### src/rtl/dmem_arb_pkg.sv
// dmem_arb_pkg: shared state/grant encodings and default widths for the data-memory arbiter
package dmem_arb_pkg;
  typedef enum logic {ST_CORE = 1'b0, ST_EXT = 1'b1} state_e;
  typedef enum logic [1:0] {GNT_NONE, GNT_CORE, GNT_EXT} gnt_e;
  localparam int DEF_DATA_W    = 32;
  localparam int DEF_ADDR_W    = 32;
  localparam int DEF_MAX_BURST = 4;
  localparam int DEF_MAX_WAIT  = 8;
endpackage

### src/rtl/dmem_arbiter_if.sv
// dmem_arbiter_if: external (loader/debug) memory port, master drives requests, slave answers
interface dmem_arbiter_if #(
  parameter int ADDR_W = 32,
  parameter int DATA_W = 32
);
  logic              valid;
  logic              ready;
  logic              we;
  logic              last;
  logic [ADDR_W-1:0] addr;
  logic [DATA_W-1:0] wdata;
  logic [DATA_W-1:0] rdata;
  logic              rvalid;
  modport master (output valid, we, last, addr, wdata, input ready, rdata, rvalid);
  modport slave  (input valid, we, last, addr, wdata, output ready, rdata, rvalid);
endinterface

### src/rtl/dmem_arb_cnt.sv
// dmem_arb_cnt: clear/increment counter with terminal-count flag, async active-low reset
module dmem_arb_cnt #(
  parameter int W  = 3,
  parameter int TC = 3
) (
  input  logic clk,
  input  logic Reset_n,
  input  logic clr,
  input  logic inc,
  output logic tc
);
  logic [W-1:0] cnt_d, cnt_q;
  // clear wins over increment
  always_comb cnt_d = clr ? '0 : inc ? cnt_q + 1'b1 : cnt_q;
  // count register
  always_ff @(posedge clk or negedge Reset_n)
    if (!Reset_n) cnt_q <= '0;
    else          cnt_q <= cnt_d;
  assign tc = cnt_q == W'(TC);
endmodule

### src/rtl/dmem_arbiter.sv
// dmem_arbiter: shares the data memory between core load/store and an external burst port; optional DMEM_ARB_FAIRNESS_EN
module dmem_arbiter
  import dmem_arb_pkg::*;
#(
  parameter int DATA_W    = DEF_DATA_W,
  parameter int ADDR_W    = DEF_ADDR_W,
  parameter int MAX_BURST = DEF_MAX_BURST,
  parameter int MAX_WAIT  = DEF_MAX_WAIT
) (
  input  logic              clk,
  input  logic              Reset_n,
  input  logic              core_req,
  input  logic              core_we,
  input  logic [ADDR_W-1:0] core_addr,
  input  logic [DATA_W-1:0] core_wdata,
  output logic [DATA_W-1:0] core_rdata,
  output logic              core_stall,
  dmem_arbiter_if.slave     ext,
  output logic [ADDR_W-1:0] mem_addr,
  output logic [DATA_W-1:0] mem_wdata,
  output logic              mem_write,
  output logic              mem_read,
  input  logic [DATA_W-1:0] mem_rdata,
  output logic              ext_owner
);
  localparam int BW = $clog2(MAX_BURST) + 1;
  state_e            state_q, state_d;
  gnt_e              gnt;
  logic              hold_q, hold_d;
  logic              rvalid_q, rvalid_d;
  logic [DATA_W-1:0] rdata_q, rdata_d;
  logic              ext_g, core_g, beat_tc, starve;
  // grant, next state and memory mux; beat_tc in ST_CORE only fires when MAX_BURST==1
  always_comb begin
    gnt       = (state_q == ST_EXT ? ext.valid : ext.valid && !hold_q && (!core_req || starve)) ? GNT_EXT :
                core_req ? GNT_CORE : GNT_NONE;
    ext_g     = gnt == GNT_EXT;
    core_g    = gnt == GNT_CORE;
    state_d   = ext_g ? (ext.last || beat_tc ? ST_CORE : ST_EXT) : state_q;
    hold_d    = ext_g && !ext.last && beat_tc;
    rvalid_d  = ext_g && !ext.we;
    rdata_d   = rvalid_d ? mem_rdata : rdata_q;
    mem_addr  = ext_g ? ext.addr : core_addr;
    mem_wdata = ext_g ? ext.wdata : core_wdata;
    mem_write = Reset_n && (ext_g ? ext.we : core_g && core_we);
    mem_read  = Reset_n && (ext_g ? !ext.we : core_g && !core_we);
  end
  // ownership state, post-burst hold and registered ext read return
  always_ff @(posedge clk or negedge Reset_n)
    if (!Reset_n) begin
      state_q  <= ST_CORE;
      hold_q   <= 1'b0;
      rvalid_q <= 1'b0;
      rdata_q  <= '0;
    end else begin
      state_q  <= state_d;
      hold_q   <= hold_d;
      rvalid_q <= rvalid_d;
      rdata_q  <= rdata_d;
    end
  dmem_arb_cnt #(.W(BW), .TC(MAX_BURST - 1)) u_beat_cnt (
    .clk, .Reset_n, .clr(state_d == ST_CORE), .inc(ext_g), .tc(beat_tc)
  );
`ifdef DMEM_ARB_FAIRNESS_EN
  dmem_arb_cnt #(.W($clog2(MAX_WAIT + 1)), .TC(MAX_WAIT)) u_wait_cnt (
    .clk, .Reset_n, .clr(ext_g), .inc(ext.valid && !ext_g && !starve), .tc(starve)
  );
`else
  logic unused_max_wait;
  assign unused_max_wait = |MAX_WAIT;
  assign starve = 1'b0;
`endif
  assign ext.ready  = Reset_n && ext_g;
  assign ext.rvalid = rvalid_q;
  assign ext.rdata  = rdata_q;
  assign core_rdata = mem_rdata;
  assign core_stall = Reset_n && core_req && !core_g;
  assign ext_owner  = state_q == ST_EXT;
endmodule
### src/flat_wrapper.sv
// flat-port wrapper written by rule: the top's interface ports become plain ports
module dmem_arbiter_flat import dmem_arb_pkg::*;
#(
  parameter int DATA_W    = DEF_DATA_W,
  parameter int ADDR_W    = DEF_ADDR_W,
  parameter int MAX_BURST = DEF_MAX_BURST,
  parameter int MAX_WAIT  = DEF_MAX_WAIT
)
  (clk, Reset_n, core_req, core_we, core_addr, core_wdata, core_rdata, core_stall, mem_addr, mem_wdata, mem_write, mem_read, mem_rdata, ext_owner, ext_valid, ext_we, ext_last, ext_addr, ext_wdata, ext_ready, ext_rdata, ext_rvalid);
  dmem_arbiter_if #(.ADDR_W(ADDR_W), .DATA_W(DATA_W)) ext_i ();
  input  logic clk;
  input  logic Reset_n;
  input  logic core_req;
  input  logic core_we;
  input  logic [ADDR_W-1:0] core_addr;
  input  logic [DATA_W-1:0] core_wdata;
  output logic [DATA_W-1:0] core_rdata;
  output logic core_stall;
  output logic [ADDR_W-1:0] mem_addr;
  output logic [DATA_W-1:0] mem_wdata;
  output logic mem_write;
  output logic mem_read;
  input  logic [DATA_W-1:0] mem_rdata;
  output logic ext_owner;
  input wire logic [$bits(ext_i.valid)-1:0] ext_valid;
  input wire logic [$bits(ext_i.we)-1:0] ext_we;
  input wire logic [$bits(ext_i.last)-1:0] ext_last;
  input wire logic [$bits(ext_i.addr)-1:0] ext_addr;
  input wire logic [$bits(ext_i.wdata)-1:0] ext_wdata;
  output wire logic [$bits(ext_i.ready)-1:0] ext_ready;
  output wire logic [$bits(ext_i.rdata)-1:0] ext_rdata;
  output wire logic [$bits(ext_i.rvalid)-1:0] ext_rvalid;
  assign ext_i.valid = ext_valid;
  assign ext_i.we = ext_we;
  assign ext_i.last = ext_last;
  assign ext_i.addr = ext_addr;
  assign ext_i.wdata = ext_wdata;
  assign ext_ready = ext_i.ready;
  assign ext_rdata = ext_i.rdata;
  assign ext_rvalid = ext_i.rvalid;
  dmem_arbiter #(.DATA_W(DATA_W), .ADDR_W(ADDR_W), .MAX_BURST(MAX_BURST), .MAX_WAIT(MAX_WAIT)) u_core (.clk(clk), .Reset_n(Reset_n), .core_req(core_req), .core_we(core_we), .core_addr(core_addr), .core_wdata(core_wdata), .core_rdata(core_rdata), .core_stall(core_stall), .ext(ext_i), .mem_addr(mem_addr), .mem_wdata(mem_wdata), .mem_write(mem_write), .mem_read(mem_read), .mem_rdata(mem_rdata), .ext_owner(ext_owner));
endmodule
### config.mk
export PLATFORM = sky130hd
export DESIGN_NAME = dmem_arbiter_flat
export DESIGN_NICKNAME = d
export VERILOG_FILES = /design/src/rtl/dmem_arb_pkg.sv /design/src/rtl/dmem_arbiter_if.sv /design/src/rtl/dmem_arb_cnt.sv /design/src/rtl/dmem_arbiter.sv /design/src/flat_wrapper.sv
export SDC_FILE = /design/constraint.sdc
export NUM_CORES = 1
export LEC_CHECK = 0
export BUFFER_PORTS_ARGS = -buffer_cell sky130_fd_sc_hd__buf_2
export CORE_AREA = 2 2 117 119
export DETAILED_ROUTE_END_ITERATION = 7
export DIE_AREA = 0 0 119 121
export GPL_TIMING_DRIVEN = 1
export HOLD_SLACK_MARGIN = 0.1
export PLACE_DENSITY_LB_ADDON = 0.15
export SLEW_MARGIN = 20
export SYNTH_ARGS = -nofsm -noshare
export SYNTH_HDL_FRONTEND = slang
export SYNTH_HIERARCHICAL = 1
export SYNTH_SLANG_ARGS = --single-unit
export TNS_END_PERCENT = 20
### constraint.sdc
create_clock -name clk -period 2.2 [get_ports clk]
set_clock_uncertainty 0.05 [all_clocks]
set_input_delay 0.22 -clock clk [delete_from_list [all_inputs] [get_ports clk]]
set_output_delay 0.22 -clock clk [all_outputs]
set_load 0.03 [all_outputs]
# Word level (Yosys, flattened, before mapping)
# Index checks and enable logic that the tools add are counted.
# totals
ff_bits,38
input_bits,167
out_inout_bits,134
wordCells,40
# op_classes
add_sub_neg,1
n_eq_ne,4
n_mux,11
reduce_logical,19
# ops
op,count
$mux 32,2
$logic_and 1x1->1,12
$logic_not 1->1,6
$mux 1,6
$mux 3,2
$add 3x1->3 const B,1
$eq 3x2->1 const B,1
$eq 2x1->1 const B,1
$eq 2x2->1 const B,1
$mux 2,1
$ne 2x2->1 const B,1
$logic_or 1x1->1,1

# Longest topological paths before layout
# logic_depth
depth_word,9
ltp_mapped,7
depth_no_buf,6

# Cells and area by module
# The synthesis kept the hierarchy.
# modules_own_cells
module,instances,cells_per_inst,area_per_inst_um2,seq_area_each_um2
dmem_arbiter,1,191,2399.8,875.8
dmem_arb_cnt,1,12,141.4,75.1

# Worst setup path after synthesis
# No wires, ideal clock.
# synth_path
path_kind,register to output
from,reg with a tool-made name
to,out mem_wdata[19]
t_arrival_ns,1.644
required_ns,1.930
path_slack_ns,0.286
stages_incl_launch_ff,6
path_buffers,2
cell_sequence,dfrtp_1 -> o21bai_1 -> nand2_1 -> buf_2 -> buf_2 -> mux2_2
# synth_lines
element,line_no,text
end: declaration,flat_wrapper.sv:20,output logic [DATA_W-1:0] mem_wdata;

==> impl.org <==
** Clocking
- Root buf cell :: clkbuf_16
- Number of buffers inserted by post-CTS setup repair :: 0
- TritonCTS clock tree :: yes
- Number of buffers added by the clock tree synthesis step :: 5
- After clock tree synthesis, the clock-pin slew on the worst setup and hold paths is 0.06 ns.
- Clock insertion delay at the later pin of the skew report :: 0.27 ns
- Sinks on Clock Net :: 38
- No sink is reached through more buffers than the 2 on the longest clock path.
- H-tree levels :: 2

** Timing
- Of the available clock period, the critical path in the final layout requires 95.88%.
- For the finished layout, the period the worst path requires is 2.109 ns.
- Measured against its own limit, the worst slew margin works out to 68.75%.
- Max-slew violation total from the final report :: 0
- Final hold violation count :: 0
- After routing, the total negative slack on setup checks comes to 0 ns.
- Setup repair after global routing left no endpoint under its margin.
- Worst slack on hold paths :: 0.1127 ns
- Setup violations remaining at the end of the flow were counted as 0.
- Worst-case setup margin in the final layout :: 0.09065 ns
- Fmax :: 474.1 MHz
- For the pin with the worst max-slew slack, the measured transition is 0.4688 ns.

** Die
- The die covers 14400 sq um.
- During I/O placement, the number of pins put on the boundary was 301.
- The die is 121 um tall.
- Initial Util :: 19.42%
- The die is 119 um wide.
- Row count :: 42
- After floorplanning, the core was sized to cover 13090 sq um.

** Pwr
- Ratio of total power to cell area :: 709.8 nW/um^2
- IR drop worst, VDD :: 0.0003400 V
- In this run the static leakage power is 2.231 nW.

** Finish
- The final layout contains 643 nets.
- Inserted Diodes :: 0
- Compared with the post-synthesis result, the final layout area differs by 65.29%.
- Summing all non-filler instances in the final layout gives an area of 4200 sq um.
- Fraction of layout cells with a size suffix above 1 :: 86.32%

** Route
- First-iteration detailed-routing DRC count :: 42
- Wire length per cell :: 14.33 um
- Count of vias placed by the detailed router :: 2536
- In the routed layout, each cell is associated on average with a via count of 3.896.
- Summed over all layers, the routed wires come to 9326 um.
- Detailed-route DRC error count :: 0
- Once detail routing completed, the nets flagged for antenna violations numbered 0.
- The pre-antenna-repair detailed-routing pass consisted of 4 iterations.

** Synthesis
- Number of synthesized register bits :: 38
- Yosys printed 6 warnings.
- For this run, the register share of the synthesized area comes to 37.42%.
- Synthesis produced a netlist with a net count of 372.
- In this run, distinct cell masters in the synthesized netlist total 24.
- Syn_area_per_cell :: 12.52 sq um
- Cells after Synth :: 203
- Summing every instance area after synthesis gives 2541 sq um.

** Setup path
- Startpoint-to-endpoint class of the critical path :: reg -> out
- At the worst endpoint, the required time is 1.93 ns.
- The worst setup path is launched from a register.
- For the worst setup path, the data arrival time is 1.84 ns.
- Walking the worst path, the cells encountered are o21bai_1 > nand2_2 > clkbuf_16 > mux2_2 > buf_2.
- STA classifies the critical path endpoint as an output pin.
- Critical path's top delay family :: buffers and inverters
- The slowest stage of the critical path belongs to the cell dfrtp_1.
- Maximum single-stage delay on the critical path :: 0.42 ns
- Counting both buffers and inverters, the worst setup path holds a total of 2.
- Of all nets on the critical path, the largest fanout is 33.

** Min path
- Class of the most critical hold timing path :: in -> reg

** Placement
- The congestion estimate from routability-driven global placement came to 0.6883.
- OpenSTA, run right after detailed placement, puts the worst setup slack at 0.3399 ns.
- After detailed placement, the total cell area comes to 3996 sq um.
- Buffers placed on the I/O ports in this run total 300.
- The wire-length estimate of the detail-placed layout is 7713 um.

** GRT
- For this run the aggregate overflow at the end of global routing stands at 0.
- The first global-routing pass estimated 12940 um of wire.
- Antenna violations before repair :: 0
- Overall track demand over capacity in global routing :: 11.54%
- Via count of the first global-routing pass :: 2356
- Entering global routing, the biggest net connects 67 pins.

** Job
- Max capacitance violation total :: 0

** Status
- The flow ran to the end, and the final reports show no timing, DRC or antenna violations.
## logic make-up (layout without fill, tap and decap cells)
kind of cell / count (synthesis) / count (layout) / share of synthesized area (%)
AOI/OAI and AO/OA: 8 / 8 / 2.413
adders and majority gates: 2 / 2 / 0.9846
buffers and inverters: 45 / 317 / 12.90
xor gates and xnor gates: 1 / 1 / 0.3447
muxes: 97 / 97 / 42.93
DFF: 38 / 38 / 37.42
and+or+nand+nor: 12 / 12 / 3.003
## flip-flops by register name (all words and copies together) (netlist names), named ones only
| signal | cells |
|---|---|
| u_core/ext.rdata | 32 |
| u_core/u_beat_cnt/cnt_q | 3 |
| u_core/ext.rvalid | 1 |
| u_core/hold_q | 1 |
## repair_timing
item | CTS | global route
endpoints found under the hold margin | 39 | 0
gates resized for setup | 0 | 1
hold buffers | 2 | 0
setup endpoints to repair | 0 | 63
## metal layers
layer	track usage (%)	vias to the layer above	wire, um
met2	20.87	131	4958
met5	0	-	0
met1	13.68	1171	3605
met3	3.383	4	698
met4	2.009	0	63
li1	-	1230	-
## synth_stat cells
| cell | n | share of area, % |
|---|---|---|
| buf_6 | 3 | 1.3 |
| mux2_1 | 2 | 0.89 |
| buf_2 | 4 | 0.79 |
| dfrtp_1 | 38 | 37 |
| and3_1 | 1 | 0.25 |
| a211oi_1 | 1 | 0.30 |
| inv_1 | 3 | 0.44 |
| xnor2_1 | 1 | 0.34 |
| o21a_1 | 2 | 0.59 |
| nor3b_4 | 1 | 0.74 |
| nor2_1 | 4 | 0.59 |
| o21ba_2 | 1 | 0.39 |
| and4_1 | 1 | 0.34 |
| nor3b_1 | 2 | 0.59 |
| o21ai_0 | 1 | 0.20 |
| a21bo_2 | 1 | 0.39 |
| nand2_1 | 2 | 0.30 |
| nand3_1 | 1 | 0.20 |
| mux2i_1 | 1 | 0.39 |
| o22ai_1 | 1 | 0.25 |
| mux2_2 | 94 | 42 |
| o21bai_1 | 1 | 0.30 |
| ha_1 | 2 | 0.98 |
| buf_4 | 35 | 10 |
## final cells by class
class | count | area, sq um
clock buffers | 6 | 138.9
clock inverters | 2 | 12.51
fillers | 1351 | 8885
inverters | 3 | 11.26
multi-input cells | 120 | 1265
flip-flops and latches | 38 | 950.9
well taps | 176 | 220.2
repair buffers | 306 | 1602
## stage by stage
step,util (%),power (mW),cells
global placement,30.54,2.263,640
CTS,31.85,3.020,650
finish,32.10,2.981,651
detailed placement,30.54,2.264,640
floorplan,-,1.834,203
global route,32.10,3.152,651
## path summary, 6_finish.rpt
kind,start,end,slack (ns),depth (start not counted)
setup / recovery,register,mem_addr[11],0.09,5
hold reg to reg,u_core/ext.rdata[22],u_core/ext.rdata[22],0.45,1
min in group asynchronous,Reset_n,u_core/hold_q,0.32,2
setup reg to reg,u_core/hold_q,u_core/ext.rdata[23],0.51,4
max in group asynchronous,Reset_n,u_core/ext.rdata[26],1.10,3
hold / removal,mem_rdata[7],u_core/ext.rdata[7],0.11,2
## cell usage in the layout, fill, tap and decap left out
| cell type | n |
|---|---|
| nor3b_1 | 2 |
| clkbuf_16 | 6 |
| and3_1 | 1 |
| a211oi_1 | 1 |
| dfrtp_1 | 38 |
| buf_16 | 1 |
| nand3_1 | 1 |
| a21bo_2 | 1 |
| mux2_2 | 94 |
| clkbuf_8 | 1 |
| nor3b_4 | 1 |
| o21a_1 | 2 |
| o22ai_1 | 1 |
| o21bai_1 | 1 |
| mux2i_1 | 1 |
| nor2_1 | 4 |
| xnor2_1 | 1 |
| buf_12 | 1 |
| clkinvlp_4 | 1 |
| nand2_1 | 1 |
| dlygate4sd3_1 | 2 |
| buf_4 | 1 |
| inv_1 | 3 |
| clkinv_2 | 1 |
| ha_1 | 2 |
| and4_1 | 1 |
| buf_2 | 300 |
| mux2_1 | 2 |
| o21ai_0 | 1 |
| o21ba_2 | 1 |
| nand2_2 | 1 |
## report_power, final
group	internal (mW)	total (mW)	switching [mW]
Sequential	0.828	0.888	0.0602
Clock	0.448	0.724	0.275
Combinational	0.522	1.37	0.848
(Power assumes the default switching activity.)
